<file path="src/rtl/spi_txn_arbiter.sv">
// Round-robin arbiter that shares one SPI master between N_REQ requesters.
// Optional timeout abort in WAIT is built when SPI_ARB_TIMEOUT_EN is defined.
module spi_txn_arbiter #(
    parameter int N_REQ       = 4,
    parameter int CFG_SETTLE  = 4,
    parameter int TIMEOUT_CYC = 4095
) (
    input  logic                 i_sys_clk,
    input  logic                 i_sys_rst,
    input  logic [N_REQ-1:0]     i_req,
    input  logic [8*N_REQ-1:0]   i_req_data,
    input  logic [32*N_REQ-1:0]  i_req_cfg,
    output logic [N_REQ-1:0]     o_gnt,
    output logic [N_REQ-1:0]     o_ack,
    output logic [7:0]           o_rx_data,
    output logic                 o_err,
    output logic                 o_busy,
    output logic [31:0]          o_data_config,
    output logic [7:0]           o_tx_data,
    output logic                 o_trans_en,
    input  logic                 i_spi_done,
    input  logic [7:0]           i_spi_rx_data
);

    localparam int PW = $clog2(N_REQ);
    localparam int SW = (CFG_SETTLE > 1) ? $clog2(CFG_SETTLE) : 1;

    if (N_REQ < 2 || N_REQ > 8 || CFG_SETTLE < 1 || TIMEOUT_CYC < 1 || TIMEOUT_CYC > 4095) begin : g_bad_param
        $error("spi_txn_arbiter: parameter out of range");
    end

    typedef enum logic [2:0] {S_IDLE, S_CFG, S_START, S_WAIT, S_RESP} state_t;

    state_t          state_q, state_d;
    logic [PW-1:0]   rr_ptr, win_idx, pick_idx;
    logic            pick_vld;
    logic [SW-1:0]   settle_cnt;
    logic            to_hit;

    // First requester at or above rr_ptr, wrapping modulo N_REQ.
    always_comb begin
        int k;
        logic [PW-1:0] kk;
        pick_vld = 1'b0;
        pick_idx = '0;
        k        = 0;
        kk       = '0;
        for (int i = 0; i < N_REQ; i++) begin
            k  = (int'(rr_ptr) + i) % N_REQ;
            kk = PW'(k);
            if (!pick_vld && i_req[kk]) begin
                pick_vld = 1'b1;
                pick_idx = kk;
            end
        end
    end

`ifdef SPI_ARB_TIMEOUT_EN
    logic [11:0] to_cnt;
    assign to_hit = (to_cnt == 12'(TIMEOUT_CYC - 1));
`else
    assign to_hit = 1'b0;
    assign o_err  = 1'b0;
`endif

    always_comb begin
        state_d = state_q;
        case (state_q)
            S_IDLE:  if (pick_vld) state_d = S_CFG;
            S_CFG:   if (settle_cnt == SW'(CFG_SETTLE - 1)) state_d = S_START;
            S_START: state_d = S_WAIT;
            S_WAIT:  if (i_spi_done || to_hit) state_d = S_RESP;
            S_RESP:  state_d = S_IDLE;
            default: state_d = S_IDLE;
        endcase
    end

    always_ff @(posedge i_sys_clk) begin
        if (i_sys_rst) begin
            state_q       <= S_IDLE;
            rr_ptr        <= '0;
            win_idx       <= '0;
            settle_cnt    <= '0;
            o_gnt         <= '0;
            o_data_config <= '0;
            o_tx_data     <= '0;
            o_rx_data     <= '0;
`ifdef SPI_ARB_TIMEOUT_EN
            to_cnt        <= '0;
            o_err         <= 1'b0;
`endif
        end else begin
            state_q <= state_d;
            case (state_q)
                S_IDLE: if (pick_vld) begin
                    win_idx       <= pick_idx;
                    o_gnt         <= {{(N_REQ-1){1'b0}}, 1'b1} << pick_idx;
                    o_data_config <= i_req_cfg[32*pick_idx +: 32];
                    o_tx_data     <= i_req_data[8*pick_idx +: 8];
                    settle_cnt    <= '0;
                end
                S_CFG: settle_cnt <= settle_cnt + SW'(1);
`ifdef SPI_ARB_TIMEOUT_EN
                S_START: to_cnt <= '0;
                S_WAIT: begin
                    if (i_spi_done) begin
                        o_rx_data <= i_spi_rx_data;
                        o_err     <= 1'b0;
                    end else if (to_hit) begin
                        o_rx_data <= 8'h00;
                        o_err     <= 1'b1;
                    end else begin
                        to_cnt <= to_cnt + 12'd1;
                    end
                end
`else
                S_WAIT: if (i_spi_done) o_rx_data <= i_spi_rx_data;
`endif
                S_RESP: begin
                    // Config bus deliberately keeps the last word until the next grant.
                    o_gnt  <= '0;
                    rr_ptr <= (win_idx == PW'(N_REQ - 1)) ? '0 : win_idx + PW'(1);
`ifdef SPI_ARB_TIMEOUT_EN
                    o_err  <= 1'b0;
`endif
                end
                default: ;
            endcase
        end
    end

    assign o_ack      = o_gnt & {N_REQ{state_q == S_RESP}};
    assign o_trans_en = (state_q == S_START);
    assign o_busy     = (state_q != S_IDLE);

endmodule

</file>
<file path="config.mk">
export PLATFORM = sky130hd
export DESIGN_NAME = spi_txn_arbiter
export DESIGN_NICKNAME = d
export VERILOG_FILES = /design/src/rtl/spi_txn_arbiter.sv
export SDC_FILE = /design/constraint.sdc
export NUM_CORES = 1
export LEC_CHECK = 0
export BUFFER_PORTS_ARGS = -buffer_cell sky130_fd_sc_hd__buf_2
export CAP_MARGIN = 20
export CORE_UTILIZATION = 40
export CTS_CLUSTER_DIAMETER = 40
export DETAILED_ROUTE_END_ITERATION = 6
export PLACE_DENSITY_LB_ADDON = 0.3
export SETUP_SLACK_MARGIN = 0.02
export SKIP_LAST_GASP = 1
export SLEW_MARGIN = 0
export SYNTH_ARGS = -nofsm -noshare
export SYNTH_HDL_FRONTEND = slang
export SYNTH_SLANG_ARGS = --single-unit
</file>
<file path="constraint.sdc">
create_clock -name i_sys_clk -period 2.4 [get_ports i_sys_clk]
set_input_delay 0.48 -clock i_sys_clk [delete_from_list [all_inputs] [get_ports i_sys_clk]]
set_output_delay 0.48 -clock i_sys_clk [all_outputs]
set_load 0.005 [all_outputs]
</file>
# Yosys cells after proc, flatten, opt, wreduce, memory -nomap -nowiden
# Cells that the tools add are included.
[classes] n_shift=3 bitwise=1 eq_ne=9 add_sub_neg=5 n_lt_le_gt_ge=4 mux=25 n_reduce_logical=15
[op_table] cell="indexed part select 128 x 8 -> 32 bit" n=1
[op_table] cell="indexed part select 32 x 6 -> 8 bit" n=1
[op_table] cell="less-than comparator 2 x 3 -> 1 bit, second input constant" n=4
[op_table] cell="two-way mux 2 bit" n=6
[op_table] cell="one-hot mux 3 bit (4 select lines)" n=1
[op_table] cell="two-way mux 3 bit" n=3
[op_table] cell="binary-select mux 1 bit (select 2 bit)" n=4
[op_table] cell="two-way mux 1 bit" n=8
[op_table] cell="one-hot mux 4 bit (2 select lines)" n=1
[op_table] cell="AND reduction 2 bit" n=4
[op_table] cell="adder 2 x 1 -> 2 bit, second input constant" n=3
[op_table] cell="equality test 3 x 2 -> 1 bit, second input constant" n=2
[op_table] cell="inequality test 2 bit, second input constant" n=3
[op_table] cell="adder 2 bit, second input constant" n=2
[op_table] cell="AND 4 bit" n=1
[op_table] cell="equality test 2 bit, second input constant" n=2
[op_table] cell="two-way mux 4 bit" n=1
[op_table] cell="one-hot mux 2 bit (2 select lines)" n=1
[op_table] cell="nonzero test 2 bit" n=2
[op_table] cell="<< shifter 1 x 2 -> 4 bit, first input constant" n=1
[op_table] cell="equality test 3 x 1 -> 1 bit, second input constant" n=1
[op_table] cell="equality test 3 bit, second input constant" n=1
[op_table] cell="logical AND 1 bit" n=3
[op_table] cell="zero test 1 bit" n=3
[op_table] cell="3 further kinds" n=3
[totals] out_inout_bits=59 wordCells=70 reg_bits=61 in_bits=175

# Depth between registers and ports, before layout
[logic_depth] word_depth=15 depth_mapped=7 depth_no_buf=5

# Least setup slack after synthesis
# Ideal clock, no wire load.
[synth_timing] path_kind="input to register" start="input port i_req[0]" end="register o_data_config[21]" n_path_buf=2 setup_time_ns=0.125 t_required_ns=2.275 path_slack_ns=0.610 stages=6 arrival_time_ns=1.665 path_cell_list="buf_2 > and4b_1 > a211o_4 > buf_6 > a221oi_2 > o22ai_2"
[synth_between] elab_chain_cells=13 elab_cells_between_ends=24 classes_between="shift (1); mux (16); reduce/logical (7)"
[synth_lines] item="start, declared" line_no="10" text="input logic [N_REQ-1:0] i_req,"
[synth_lines] item="binary-select mux 1 bit (select 2 bit)" line_no="51" text="if (!pick_vld && i_req[kk]) begin"
[synth_lines] item="two-way mux 1 bit (implied by the code)" line_no="51"
[synth_lines] item="two-way mux 1 bit" line_no="51"
[synth_lines] item="zero test 1 bit" line_no="51"
[synth_lines] item="logical AND 1 bit" line_no="51"
[synth_lines] item="two-way mux 1 bit" line_no="51"
[synth_lines] item="zero test 1 bit" line_no="51"
[synth_lines] item="logical AND 1 bit" line_no="51"
[synth_lines] item="two-way mux 1 bit" line_no="51"
[synth_lines] item="zero test 1 bit" line_no="51"
[synth_lines] item="logical AND 1 bit" line_no="51"
[synth_lines] item="two-way mux 2 bit / two-way mux 1 bit (equally long branches)" line_no="51"
[synth_lines] item="indexed part select 128 x 8 -> 32 bit / AND reduction 2 bit (equally long branches)"
[synth_lines] item="end signal, assigned" line_no="98" text="o_data_config <= i_req_cfg[32*pick_idx +: 32];"
[synth_lines] item="end, declared" line_no="18" text="output logic [31:0] o_data_config,"
# Several ways; a longest one is shown, not always the timed one. The select of a mux whose other input is x is not followed.
# A chain may end at the register's enable or synchronous reset.

# Worst setup path in the final report
[layout_timing] start="register state_q[2]" end="output port o_ack[0]"
[layout_between] elab_chain_cells=2
[layout_lines] item="start, declared" line_no="34" text="state_t state_q, state_d;"
[layout_lines] item="start signal, assigned" line_no="93" text="state_q <= state_d;"
[layout_lines] item="equality test 3 bit" line_no="132" text="assign o_ack = o_gnt & {N_REQ{state_q == S_RESP}};"
[layout_lines] item="AND 4 bit" line_no="132"
[layout_lines] item="end, declared" line_no="14" text="output logic [N_REQ-1:0] o_ack,"
# Every way passes these cells.

==> summary.md <==
| Metric | Value |
|---|---|
| Die H | `102 microns` |
| Remaining antenna violation count | `0` |
| Worst EP arrival | `1.73 ns` |
| Cell variety after synth | `48` |
| Overall Global Routing Usage | `23.1%` |
| Hold_buf cts | `0` |
| Routed wire per std cell | `16.6 microns` |
| Worst-path fanout max | `7` |
| Reg area | `1220 sq um` |
| Crit path cell chain | `nor3b_1, and2_1, buf_2` |
| Post-cts sizing count | `0` |
| Hpwl dp | `8.37 mm` |
| Critical path depth in cells | `3` |
| Die X | `102 microns` |
| Slowest cell on crit path | `nor3b_1` |
| Layout cells sized above 1 | `49.4%` |
| CP delay by family, top | `simple AND/OR/NAND/NOR gates` |
| Synth Flop Type | `dfxtp_1` |
| Post-synthesis compound-gate area fraction | `40.9%` |
| Initial antenna violation count | `0` |
| Share of synthesized registers carrying an async set or reset | `0%` |
| Status | `completed` |
| Actual slew at the worst max-slew pin | `0.904 ns` |
| Ports | `234` |
| Port bufs | `232` |
| Diode count | `0` |
| Max_cap viols | `0` |
| End of the critical path | `o_ack[0]` |
| Met1 Resource Use GR | `27.9%` |
| Synth Area in Simple Gates | `8.02%` |
| Bufs and invs on worst path | `1` |
| Pin count of the biggest net entering global routing | `84` |
| Final wirelength | `12.5 mm` |
| Setup Fix Bufs, Post-CTS | `0` |
| Met3 Use GR | `4.72%` |
| FF-to-FF path depth | `4` |
| Area of the multi-input gates | `2430 sq um` |
| Required time worst endpoint | `1.92 ns` |
| Vias in the first global route | `3953` |
| Post-synth EDFFs | `0` |
| Reg2reg end | `o_data_config[14]` |
| CP startpoint kind | `register` |
| Maximum vdd drop | `0.000275 V` |
| Post-Syn Area | `4010 sq um` |
| Post-Synth Adder-Cell Area | `0.624%` |
| Core ar. | `9730 sq um` |
| Mapped Avg Cell Area | `9.54 sq um` |
| Multiplexer share of the synthesized area | `10.5%` |
| Hold Crit Depth | `3` |
| Final min period | `2.21 ns` |
| Starting Density | `41.2%` |
| FF+latch count, synth | `61` |
| Final Hold Fails | `0` |
| CTS buffer count | `9` |
| Largest family of logic cells by synthesized area | `compound AO/OA/AOI/OAI gates` |
| Vias | `4301` |
| Pins Over Slew Limit | `0` |
| DRC Markers | `0` |
| Clock Path Buffers | `2` |
| Flop-to-flop setup slack | `0.46 ns` |
| Setup crit end kind | `primary output` |
| Clock skew | `0.00534 ns` |
| DR iter-0 viols | `169` |
| Met2 GRT Util | `40.8%` |
| Pwr per Cell Area | `544 nW/um^2` |
| Worst slew margin | `39.8%` |
| Gr ovfl total | `0` |
| Grt peak-use layer | `met2` |
| Die Footprint | `10400 sq um` |
| Setup violators final | `0` |
| Sum Neg Setup Slack | `0 ns` |
| Max Fclk | `453 MHz` |
| Worst R2R Start | `rr_ptr[0]` |
| Placed Area | `5120 sq um` |
| Final worst path period share | `91.9%` |
| Worst-path clk slew | `0.07 ns` |
| First-pass GRT wire length | `19.0 mm` |
| Worst skew pair latency | `0.34 ns` |
| Ys Warns | `0` |
| Final Net Count | `796` |
| Clk sink count | `61` |
| Clock root buffer master | `clkbuf_8` |
| Seq/Total Area, Yosys | `30.5%` |
| Placer's final routability congestion estimate | `0.878` |
| Critical Path Start | `state_q[2]` |
| Mapped Nets | `597` |
| Drt pass-1 iters | `4` |
| Unrepaired setup endpoints after global routing | `false` |
| Post-synthesis cell count | `420` |
| Leak | `2.44 nW` |
| Vias per cell | `5.69` |
| Worst Hold Class | `input pin to register` |
| Post-Synth XOR/XNOR Area | `0%` |
| Crit Path Category | `register to primary output` |
| CTS tree | `yes` |
| FP Rows | `36` |
| Filler cell count | `930` |
| Biggest cell delay along the critical path | `0.59 ns` |
| Area Growth Syn to Fin | `33.2%` |
| Cell area after layout | `5340 sq um` |
| Htree depth | `3` |
## state kept, by name, summed over array words and instances (netlist names)
signal / flops
state_q: 3
win_idx: 2
o_rx_data: 8
rr_ptr: 2
o_data_config: 32
o_tx_data: 8
settle_cnt: 2
o_gnt: 4
## synthesized netlist by cell type, types with 2 or more instances
library cell	count	area, sq um
dfxtp_1	61	1220
o21ai_0	43	215
mux2i_1	41	410
o2111ai_1	41	359
o22ai_1	30	188
a221oi_2	29	435
nand2_1	23	86.3
clkbuf_1	22	82.6
a21oi_1	18	90.1
buf_2	14	70.1
a221oi_1	11	96.3
nor2_1	11	41.3
o22ai_2	10	125
buf_6	8	90.1
inv_1	5	18.8
nand3_1	5	25.0
and2_1	4	25.0
buf_12	4	80.1
buf_4	4	30.0
nor2b_1	3	18.8
nor3_1	3	15.0
ha_1	2	25.0
nand2b_1	2	12.5
or2_2	2	12.5
## final cells by class
cell class / instances / area share [%]
sequential: 61 / 22.9
inverter: 6 / 0.422
clock buffer: 10 / 2.58
tap: 133 / 3.12
multi-input combinational: 301 / 45.5
timing repair buffer: 240 / 24.1
clock inverter: 5 / 1.41
## placed cells by master, fill, tap and decap left out, drive strengths merged, types with 2 or more instances in the layout
cell     Yosys  final
clkinv       1      3
nor2        12     12
ha           2      2
o21ai       44     44
bufinv       0      2
a221oi      40     40
nand2       23     23
o22ai       40     40
nor2b        3      3
or3b         2      2
dfxtp       61     61
nand2b       2      2
nand3        5      5
and2         4      4
a211o        2      2
buf         30    240
nor3         4      4
o2111ai     41     41
clkbuf      22     10
or2          2      2
mux2i       41     41
inv          5      6
a21oi       18     18
## power by group
part	switching (mW)	internal, mW
Clock	0.416	0.602
Combinational	0.378	0.352
Sequential	0.0579	1.10
## worst min-delay path by stage
stage / from / end / slack [ns]
final: i_spi_rx_data[2] / o_rx_data[2] / 0.37
after global routing: i_spi_rx_data[4] / o_rx_data[4] / 0.36
after CTS: i_spi_rx_data[2] / o_rx_data[2] / 0.36
after detailed placement: o_rx_data[2] / o_rx_data[2] / 0.45
after global placement: o_rx_data[4] / o_rx_data[4] / 0.44
after floorplan: win_idx[1] / win_idx[1] / 0.44
## kinds of logic (layout without fill, tap and decap cells)
| logic type | after synthesis | count (layout) |
|---|---|---|
| compound gates | 194 | 194 |
| fa+ha+maj | 2 | 2 |
| buf+inv | 58 | 261 |
| flops | 61 | 61 |
| mux | 42 | 42 |
| other cells | 1 | 1 |
| simple gates | 62 | 62 |
## through the flow
step	util, %	setup WS, ns	std cells	power, mW	hold WS, ns
2_1_floorplan	-	0.610	420	1.61	0.440
3_3_place_gp	52.7	0.347	741	1.88	0.440
3_5_place_dp	52.7	0.273	741	1.90	0.448
4_1_cts	54.8	0.184	756	2.93	0.358
5_1_grt	54.8	0.0392	756	3.04	0.356
6_report	54.8	0.193	756	2.90	0.374
## routing by layer
layer  vias up  routed length, microns
met5         -                       0
met4         0                     157
met3        14                     723
met2       152                    6400
met1      2036                    5260
li1       2099                       -
## tightest hold or removal path, cell delays in order
cell     delay, ns
buf_2         0.09
nand2_1       0.05
a21oi_1       0.05
Power figures use the tool's default switching activity.
